==> config.mk <==
export PLATFORM = sky130hd
export DESIGN_NAME = tm1638_responder
export DESIGN_NICKNAME = d
export VERILOG_FILES = /design/src/rtl/tm1638_responder.sv
export SDC_FILE = /design/constraint.sdc
export NUM_CORES = 1
export LEC_CHECK = 0
export CAP_MARGIN = 25
export CORE_MARGIN = 4
export CORE_UTILIZATION = 48
export CTS_CLUSTER_SIZE = 8
export DETAILED_ROUTE_END_ITERATION = 16
export PLACE_DENSITY = 0.76
export REMOVE_ABC_BUFFERS = 1
export SLEW_MARGIN = 20
export SYNTH_ARGS = -nofsm -noshare
export SYNTH_HDL_FRONTEND = slang
export SYNTH_SLANG_ARGS = --single-unit
==> constraint.sdc <==
create_clock -name clk_5MHz -period 5.3 [get_ports clk_5MHz]
set_clock_uncertainty 0.05 [all_clocks]
set_input_delay 1.59 -clock clk_5MHz [delete_from_list [all_inputs] [get_ports clk_5MHz]]
set_output_delay 1.59 -clock clk_5MHz [all_outputs]
set_load 0.02 [all_outputs]
==> src/rtl/tm1638_responder.sv <==
// rtl/tm1638_responder.sv - TM1638 3-wire bus responder: command decode, display RAM, key-scan reply; optional error flags via TM1638_RESP_ERRCHK_EN
module tm1638_responder #(
  parameter int SYNC_STAGES = 2
) (
  input  logic        clk_5MHz,
  input  logic        n_rst,
  input  logic        tm_stb,
  input  logic        tm_clk,
  input  logic        tm_dio_in,
  output logic        tm_dio_out,
  output logic        tm_dio_oe,
  input  logic [7:0]  keys,
  output logic [63:0] digits,
  output logic [7:0]  leds_green,
  output logic [7:0]  leds_red,
  output logic        display_on,
  output logic [2:0]  brightness,
  output logic        frame_done,
  output logic [2:0]  err
);

  // Position within a frame: waiting for the command byte, or what the command byte made of the rest
  typedef enum logic [2:0] {
    S_CMD,
    S_ADDR,
    S_DATA,
    S_READ,
    S_DISP,
    S_IGNORE
  } frame_t;

  frame_t state, state_next;

  logic [SYNC_STAGES-1:0] stb_sync, clk_sync, dio_sync;
  logic       stb_q, clk_q;
  logic       stb_s, clk_s, dio_s;
  logic       stb_rise, clk_rise, clk_fall;
  logic       bit_rise, byte_done;
  logic [6:0] shift_reg;
  logic [2:0] bit_cnt;
  logic [7:0] rx_byte;

  logic       ram_we, load_addr, load_mode, load_disp, start_read;
  logic       fixed_mode;
  logic [3:0] addr;
  // Even bytes drive the digit segments; odd bytes only use SEG1/SEG2 for the LEDs,
  // so the upper six bits of odd bytes are not stored.
  logic [7:0][7:0] digit_ram;
  logic [7:0][1:0] led_ram;

  logic [31:0] reply_sr;
  logic [5:0]  reply_left;

  assign stb_s    = stb_sync[SYNC_STAGES-1];
  assign clk_s    = clk_sync[SYNC_STAGES-1];
  assign dio_s    = dio_sync[SYNC_STAGES-1];
  assign stb_rise = stb_s & ~stb_q;
  assign clk_rise = clk_s & ~clk_q;
  assign clk_fall = ~clk_s & clk_q;
  assign bit_rise = clk_rise & ~stb_s;
  assign byte_done = bit_rise & (bit_cnt == 3'd7);
  assign rx_byte  = {dio_s, shift_reg};

  // Synchronise the bus pins; strobe and clock idle high, so they reset high to avoid false edges
  always_ff @(posedge clk_5MHz or posedge n_rst) begin
    if (n_rst) begin
      stb_sync <= '1;
      clk_sync <= '1;
      dio_sync <= '0;
      stb_q    <= 1'b1;
      clk_q    <= 1'b1;
    end else begin
      stb_sync <= {stb_sync[SYNC_STAGES-2:0], tm_stb};
      clk_sync <= {clk_sync[SYNC_STAGES-2:0], tm_clk};
      dio_sync <= {dio_sync[SYNC_STAGES-2:0], tm_dio_in};
      stb_q    <= stb_s;
      clk_q    <= clk_s;
    end
  end

  // LSB-first bit shifter; strobe high discards any partial byte
  always_ff @(posedge clk_5MHz or posedge n_rst) begin
    if (n_rst) begin
      shift_reg <= '0;
      bit_cnt   <= '0;
    end else if (stb_s) begin
      bit_cnt   <= '0;
    end else if (bit_rise) begin
      shift_reg <= rx_byte[7:1];
      bit_cnt   <= bit_cnt + 3'd1;
    end
  end

  // Frame state register
  always_ff @(posedge clk_5MHz or posedge n_rst) begin
    if (n_rst) state <= S_CMD;
    else       state <= state_next;
  end

  // Command decode on the first byte; later bytes handled by the frame kind
  always_comb begin
    state_next = state;
    ram_we     = 1'b0;
    load_addr  = 1'b0;
    load_mode  = 1'b0;
    load_disp  = 1'b0;
    start_read = 1'b0;
    if (stb_s) begin
      state_next = S_CMD;
    end else if (byte_done) begin
      case (state)
        S_CMD: begin
          case (rx_byte[7:6])
            2'b01: begin
              load_mode = 1'b1;
              if (rx_byte[1]) begin
                start_read = 1'b1;
                state_next = S_READ;
              end else begin
                state_next = S_DATA;
              end
            end
            2'b11: begin
              load_addr  = 1'b1;
              state_next = S_ADDR;
            end
            2'b10: begin
              load_disp  = 1'b1;
              state_next = S_DISP;
            end
            default: state_next = S_IGNORE;
          endcase
        end
        S_ADDR:  ram_we = 1'b1;
        default: ;
      endcase
    end
  end

  // Address pointer, addressing mode, display RAM and display control
  always_ff @(posedge clk_5MHz or posedge n_rst) begin
    if (n_rst) begin
      fixed_mode <= 1'b0;
      addr       <= '0;
      digit_ram  <= '0;
      led_ram    <= '0;
      display_on <= 1'b0;
      brightness <= '0;
    end else begin
      if (load_mode) fixed_mode <= rx_byte[2];
      if (load_addr) begin
        addr <= rx_byte[3:0];
      end else if (ram_we) begin
        if (addr[0]) led_ram[addr[3:1]]   <= rx_byte[1:0];
        else         digit_ram[addr[3:1]] <= rx_byte;
        if (!fixed_mode) addr <= addr + 4'd1;
      end
      if (load_disp) begin
        display_on <= rx_byte[3];
        brightness <= rx_byte[2:0];
      end
    end
  end

  // Frame completion pulse: only frames that carried at least one whole byte
  always_ff @(posedge clk_5MHz or posedge n_rst) begin
    if (n_rst) frame_done <= 1'b0;
    else       frame_done <= stb_rise && (state != S_CMD);
  end

  // Key-scan reply: latched at read command, one bit per host clock fall, released after the last rise
  always_ff @(posedge clk_5MHz or posedge n_rst) begin
    if (n_rst) begin
      reply_sr   <= '0;
      reply_left <= '0;
      tm_dio_out <= 1'b0;
      tm_dio_oe  <= 1'b0;
    end else if (stb_s) begin
      reply_left <= '0;
      tm_dio_oe  <= 1'b0;
    end else if (start_read) begin
      reply_sr   <= {3'b0, keys[0], 3'b0, keys[4],
                     3'b0, keys[1], 3'b0, keys[5],
                     3'b0, keys[2], 3'b0, keys[6],
                     3'b0, keys[3], 3'b0, keys[7]};
      reply_left <= 6'd32;
    end else if (clk_fall && (reply_left != '0)) begin
      tm_dio_out <= reply_sr[0];
      tm_dio_oe  <= 1'b1;
      reply_sr   <= {1'b0, reply_sr[31:1]};
      reply_left <= reply_left - 6'd1;
    end else if (clk_rise && (reply_left == '0)) begin
      tm_dio_oe  <= 1'b0;
    end
  end

  // Digit and LED outputs are direct views of the display RAM (k=0 is the leftmost position)
  always_comb begin
    digits     = digit_ram;
    leds_green = '0;
    leds_red   = '0;
    for (int k = 0; k < 8; k++) begin
      leds_green[7-k] = led_ram[k][0];
      leds_red[7-k]   = led_ram[k][1];
    end
  end

`ifdef TM1638_RESP_ERRCHK_EN
  logic [2:0] err_q;
  logic       partial_byte, bad_sequence, unknown_cmd;

  assign partial_byte = stb_rise && (bit_cnt != 3'd0);
  assign bad_sequence = byte_done && ((state == S_DATA) || (state == S_DISP));
  assign unknown_cmd  = byte_done && (state == S_CMD) && (rx_byte[7:6] == 2'b00);

  // Sticky protocol error flags
  always_ff @(posedge clk_5MHz or posedge n_rst) begin
    if (n_rst) err_q <= '0;
    else       err_q <= err_q | {partial_byte, bad_sequence, unknown_cmd};
  end

  assign err = err_q;
`else
  assign err = 3'b000;
`endif

endmodule

# Word-level counts from Yosys, hierarchy flattened
# Cells that the tools add are included.
# Widths: inputs -> output; s select.
word_totals:
  rom_bits: 0
  inputBits: 13
  mem_count: 0
  wordCells: 125
  ramBits: 0
  latch_bits: 0
  output_inout_bits: 90
  ff_bits: 151
op_classes:
  n_mul: 0
  n_div: 0
  addsub: 3
  reduce_logical: 23
  eq_ne: 7
  n_lt_le_gt_ge: 2
  bitwise: 12
  n_shift: 0
  muxes: 45
ops:
  columns: ["cell", "count"]
  rows:
  - ["$bwmux 64", 1]
  - ["$mux 32", 2]
  - ["$mux 1", 25]
  - ["$demux 8 s3", 1]
  - ["$mux 6", 3]
  - ["$bwmux 16", 1]
  - ["$mux 3", 5]
  - ["$mux 4", 3]
  - ["$reduce_and 2->1", 5]
  - ["$reduce_bool 2->1", 5]
  - ["$pmux 3 s3", 1]
  - ["$reduce_and 3->1", 3]
  - ["$reduce_bool 3->1", 3]
  - ["$mux 8", 1]
  - ["$not 1->1", 7]
  - ["$demux 2 s3", 1]
  - ["$logic_not 6->1", 1]
  - ["$reduce_bool 6->1", 1]
  - ["$sub 6x1->6 const B", 1]
  - ["$and 1x1->1", 5]
  - ["$add 4x1->4 const B", 1]
  - ["$eq 2x2->1 const B", 2]
  - ["$logic_and 1x1->1", 4]
  - ["$lt 3x4->1 const B", 1]
  - ["8 further kinds", 9]

# Longest topological paths before layout
logic_depth:
  ltp_word: 8
  ltp_mapped: 8
  mapped_depth_nobuf: 6

# Least setup slack after synthesis
# No wires, ideal clock.
synth_path:
  path_type: "reg-to-reg"
  from: "register bit_cnt[0]"
  to: "register addr[3]"
  synth_period_minus_slack_ns: 2.209
  setup_ns: 0.126
  setup_slack_ns: 3.091
  path_buffers: 0
  required_ns: 5.124
  stages_incl_launch_ff: 7
  arrival_time_ns: 2.033
  cell_sequence: "dfrtp_1 > ha_1 > ha_1 > or4b_2 > nor3_2 > a21oi_1 > a221o_1"
synth_via:
  elab_chain_cells: 6
  word_cells_on_any_way: 10
  classes_between: "eq/ne: 2; mux: 5; bitwise: 1; reduce/logical: 2"
synth_lines:
  columns: ["element", "line_no", "text"]
  rows:
  - ["from (decl)", "40", "logic [2:0] bit_cnt;"]
  - ["from (signal assigned)", "90", "bit_cnt <= bit_cnt + 3'd1;"]
  - ["$eq 3x3->1 *", "61", "assign byte_done = bit_rise & (bit_cnt == 3'd7);"]
  - ["$and 1x1->1 *", "61", null]
  - ["$mux 1", "110", "end else if (byte_done) begin"]
  - ["$mux 1", "108", "if (stb_s) begin"]
  - ["$ne 2x2->1 (no source line) or $reduce_bool 2->1 (tied branches)", null, null]
  - ["$reduce_and 2->1 (no source line)", null, null]
  - ["to (signal assigned)", "152", "addr <= rx_byte[3:0];"]
  - ["to (signal assigned)", "156", "if (!fixed_mode) addr <= addr + 4'd1;"]
  - ["to (decl)", "45", "logic [3:0] addr;"]
# Mark *: on every way between the ends. The rest lies on a longest branch, timed or not.
# A chain may end at the register's enable or synchronous reset.

# Worst setup path in the final report
layout_path:
  from: "register digit_ram, in the netlist digits[14]"
  to: "output digits[14]"
layout_lines:
  columns: ["element", "line_no", "text"]
  rows:
  - ["from (decl)", "48", "logic [7:0][7:0] digit_ram;"]
  - ["from (signal, indexed assignment)", "155", "else digit_ram[addr[3:1]] <= rx_byte;"]
  - ["to (decl)", "13", "output logic [63:0] digits,"]
# No word-level cell between the ends.

==> reports/qor.yml <==
setup_path:
  startpoint_type: "flip-flop"
  worstPathMaxFanout: 2
  cp-end-kind: "output pin"
  critical-path-slowest-cell: "clkdlybuf4s50_1"
  max_stage_delay_ps: 640
  cpLargestDelayFamily: "buffers and inverters"
  path_class: "flip-flop to output pin"
  cp.arrival_ps: 1460
  path_buf_inv: 1
  path_cells: "clkdlybuf4s50_1"
  crit_required_ps: 3660
global_route:
  antenna_found_initial: 0
  grt_max_degree: 101
  overflow: 0
  grt_pass1_wl_um: 21500
  grt_pass1_vias: 4031
  track_usage_pct: 19.2
route:
  wl_met2_um: 6640
  drcViolationCount: 0
  drtIter0Drc: 305
  wl_met3_um: 730
  drt_first_pass_iters: 4
  wirelength_um: 13200
  met1_length_um: 5730
  viasPerCell: 5.39
  wl_per_cell_um: 18.3
  ant_nets: 0
  top_layer_used: "met4"
  vias: 3897
synthesis:
  ys_ff_latch: 148
  synth.area.top_cells: "dfrtp_1 59%, mux2_2 13%, mux2_4 4.0%"
  yosysWarnings: 0
  avgSynthCellArea_um2: 13.6
  synth_area_mm2: 0.00605
  synth-edff-count: 0
  yosysTopAreaCell: "dfrtp_1"
  synthCells: 446
  async_reset_ff_share_pct: 100
  ys.flop_type: "dfrtp_1"
  post_synth_num_cell_types: 48
  synth-seq-area-share_pct: 61.3
  synth_top_cell_area_share_pct: 58.7
power:
  power.density_mw_per_mm2: 319
  leakage_nw: 3.61
  ir_worst_vdd_mv: 0.227
  finalPower_mw: 2.47
layout:
  drive_gt1_share_pct: 24.7
  fillers: 881
  post-route-util_pct: 63.8
  largest_reg_flops: 64
  num-nets-final: 560
  fin_cells: 723
  final_common_cell: "dfrtp_1"
  antennaDiodeCount: 0
  final_cell_mix: "142 x dfrtp_1, 99 x clkdlybuf4s50_1, 69 x mux2_2"
  syn_to_final_growth_pct: 28.2
clocking:
  cts_tree: "built"
  cts-root-buf: "clkbuf_16"
  clk_latency_ps: 420
  cts_buffers: 17
  clk_pin_slew_ps: 60
  cts_resized: 0
  cts_sinks: 148
  hold_buffers: 0
  clockBufferDepth: 2
  post_cts.repair.setup_buffers: 0
  htreeDepth: 4
place:
  dp_hpwl_um: 8660
  port_buffers: 99
  gp_routability_congestion: 0.739
  place_inst: 691
sta:
  setup_viol: 0
  relSlewSlack_pct: 42.0
  period_share_pct: 58.5
  setup_tns_ps: 0
  max_freq_ghz: 0.322
  rsz0062_at_grt: "no"
  min_period_ps: 3100
  slew_viol_final: 0
  tightest_slew_ps: 869
  hold_violations: 0
hold_path:
  hold_class: "flip-flop to flip-flop"
floorplanning:
  die-area_mm2: 0.0145
  die_w_um: 120
  top_level_ports: 103
  rows: 40
  coreArea_mm2: 0.0122
  initial_core_util_pct: 49.8
  die_y_um: 120
flow_run:
  drv_cap: 0
outcome:
  status: "completed"
==> layer usage <==
metal / track usage (%) / vias up
met5: 0 / -
met4: 6.09 / 0
met3: 5.94 / 10
met2: 31.4 / 128
met1: 24.6 / 1984
li1: - / 1775
==> kinds of logic after synthesis <==
logic type | after synthesis | synth area share (%)
simple gates | 112 | 10.7
xor+xnor | 4 | 0.579
flops | 148 | 61.3
mux | 86 | 17.0
other cells | 1 | 0.0620
compound gates | 55 | 6.57
buf+inv | 35 | 2.73
fa+ha+maj | 5 | 1.03
==> final timing paths <==
path                                             start                       to  slack, ps  cells after the start
worst max-delay path            digits[14]$_DFFE_PP0P_               digits[14]       2200                      1
worst min-delay path             clk_sync[0]$_DFF_PP1_    clk_sync[1]$_DFF_PP1_        310                      0
min in group asynchronous                        n_rst    tm_dio_oe$_DFFE_PP0P_       1680                      2
max in group asynchronous                        n_rst  leds_red[5]$_DFFE_PP0P_       2630                      3
worst max register to register   clk_sync[1]$_DFF_PP1_   digits[14]$_DFFE_PP0P_       2600                      4
worst min register to register   clk_sync[0]$_DFF_PP1_    clk_sync[1]$_DFF_PP1_        310                      0
==> cells in the mapped netlist (6+ instances only) <==
| library cell | instances |
|---|---|
| mux2_4 | 16 |
| dfrtp_1 | 142 |
| nor3_1 | 16 |
| dfstp_2 | 6 |
| a21oi_1 | 9 |
| nand2_1 | 33 |
| o21ai_0 | 8 |
| mux2_2 | 69 |
| a22o_1 | 22 |
| nor2_1 | 20 |
| clkbuf_1 | 16 |
| inv_1 | 7 |
| nand2b_1 | 7 |
| o22ai_1 | 7 |
==> layout make-up <==
type,instances,area [um2],area share [%]
inverter,7,31.3,0.403
tap,168,210,2.71
multi-input combinational,265,2190,28.2
timing repair buffer,103,1020,13.2
clock buffer,23,468,6.03
sequential,148,3710,47.8
clock inverter,9,128,1.65
==> power breakdown <==
group | internal (mW) | switching [mW]
registers | 1.15 | 0.0621
clock network | 0.763 | 0.438
logic | 0.0218 | 0.0400
==> metrics by stage <==
| stage | setup slack (ps) | hold WS (ps) | area (um2) |
|---|---|---|---|
| after global placement | 2190 | 286 | 7160 |
| final | 2200 | 307 | 7760 |
| after CTS | 2180 | 308 | 7760 |
| after floorplan | -310 | 281 | 5920 |
| after global routing | 2160 | 314 | 7760 |
| after detailed placement | 2140 | 299 | 7160 |
(Power assumes the default switching activity.)
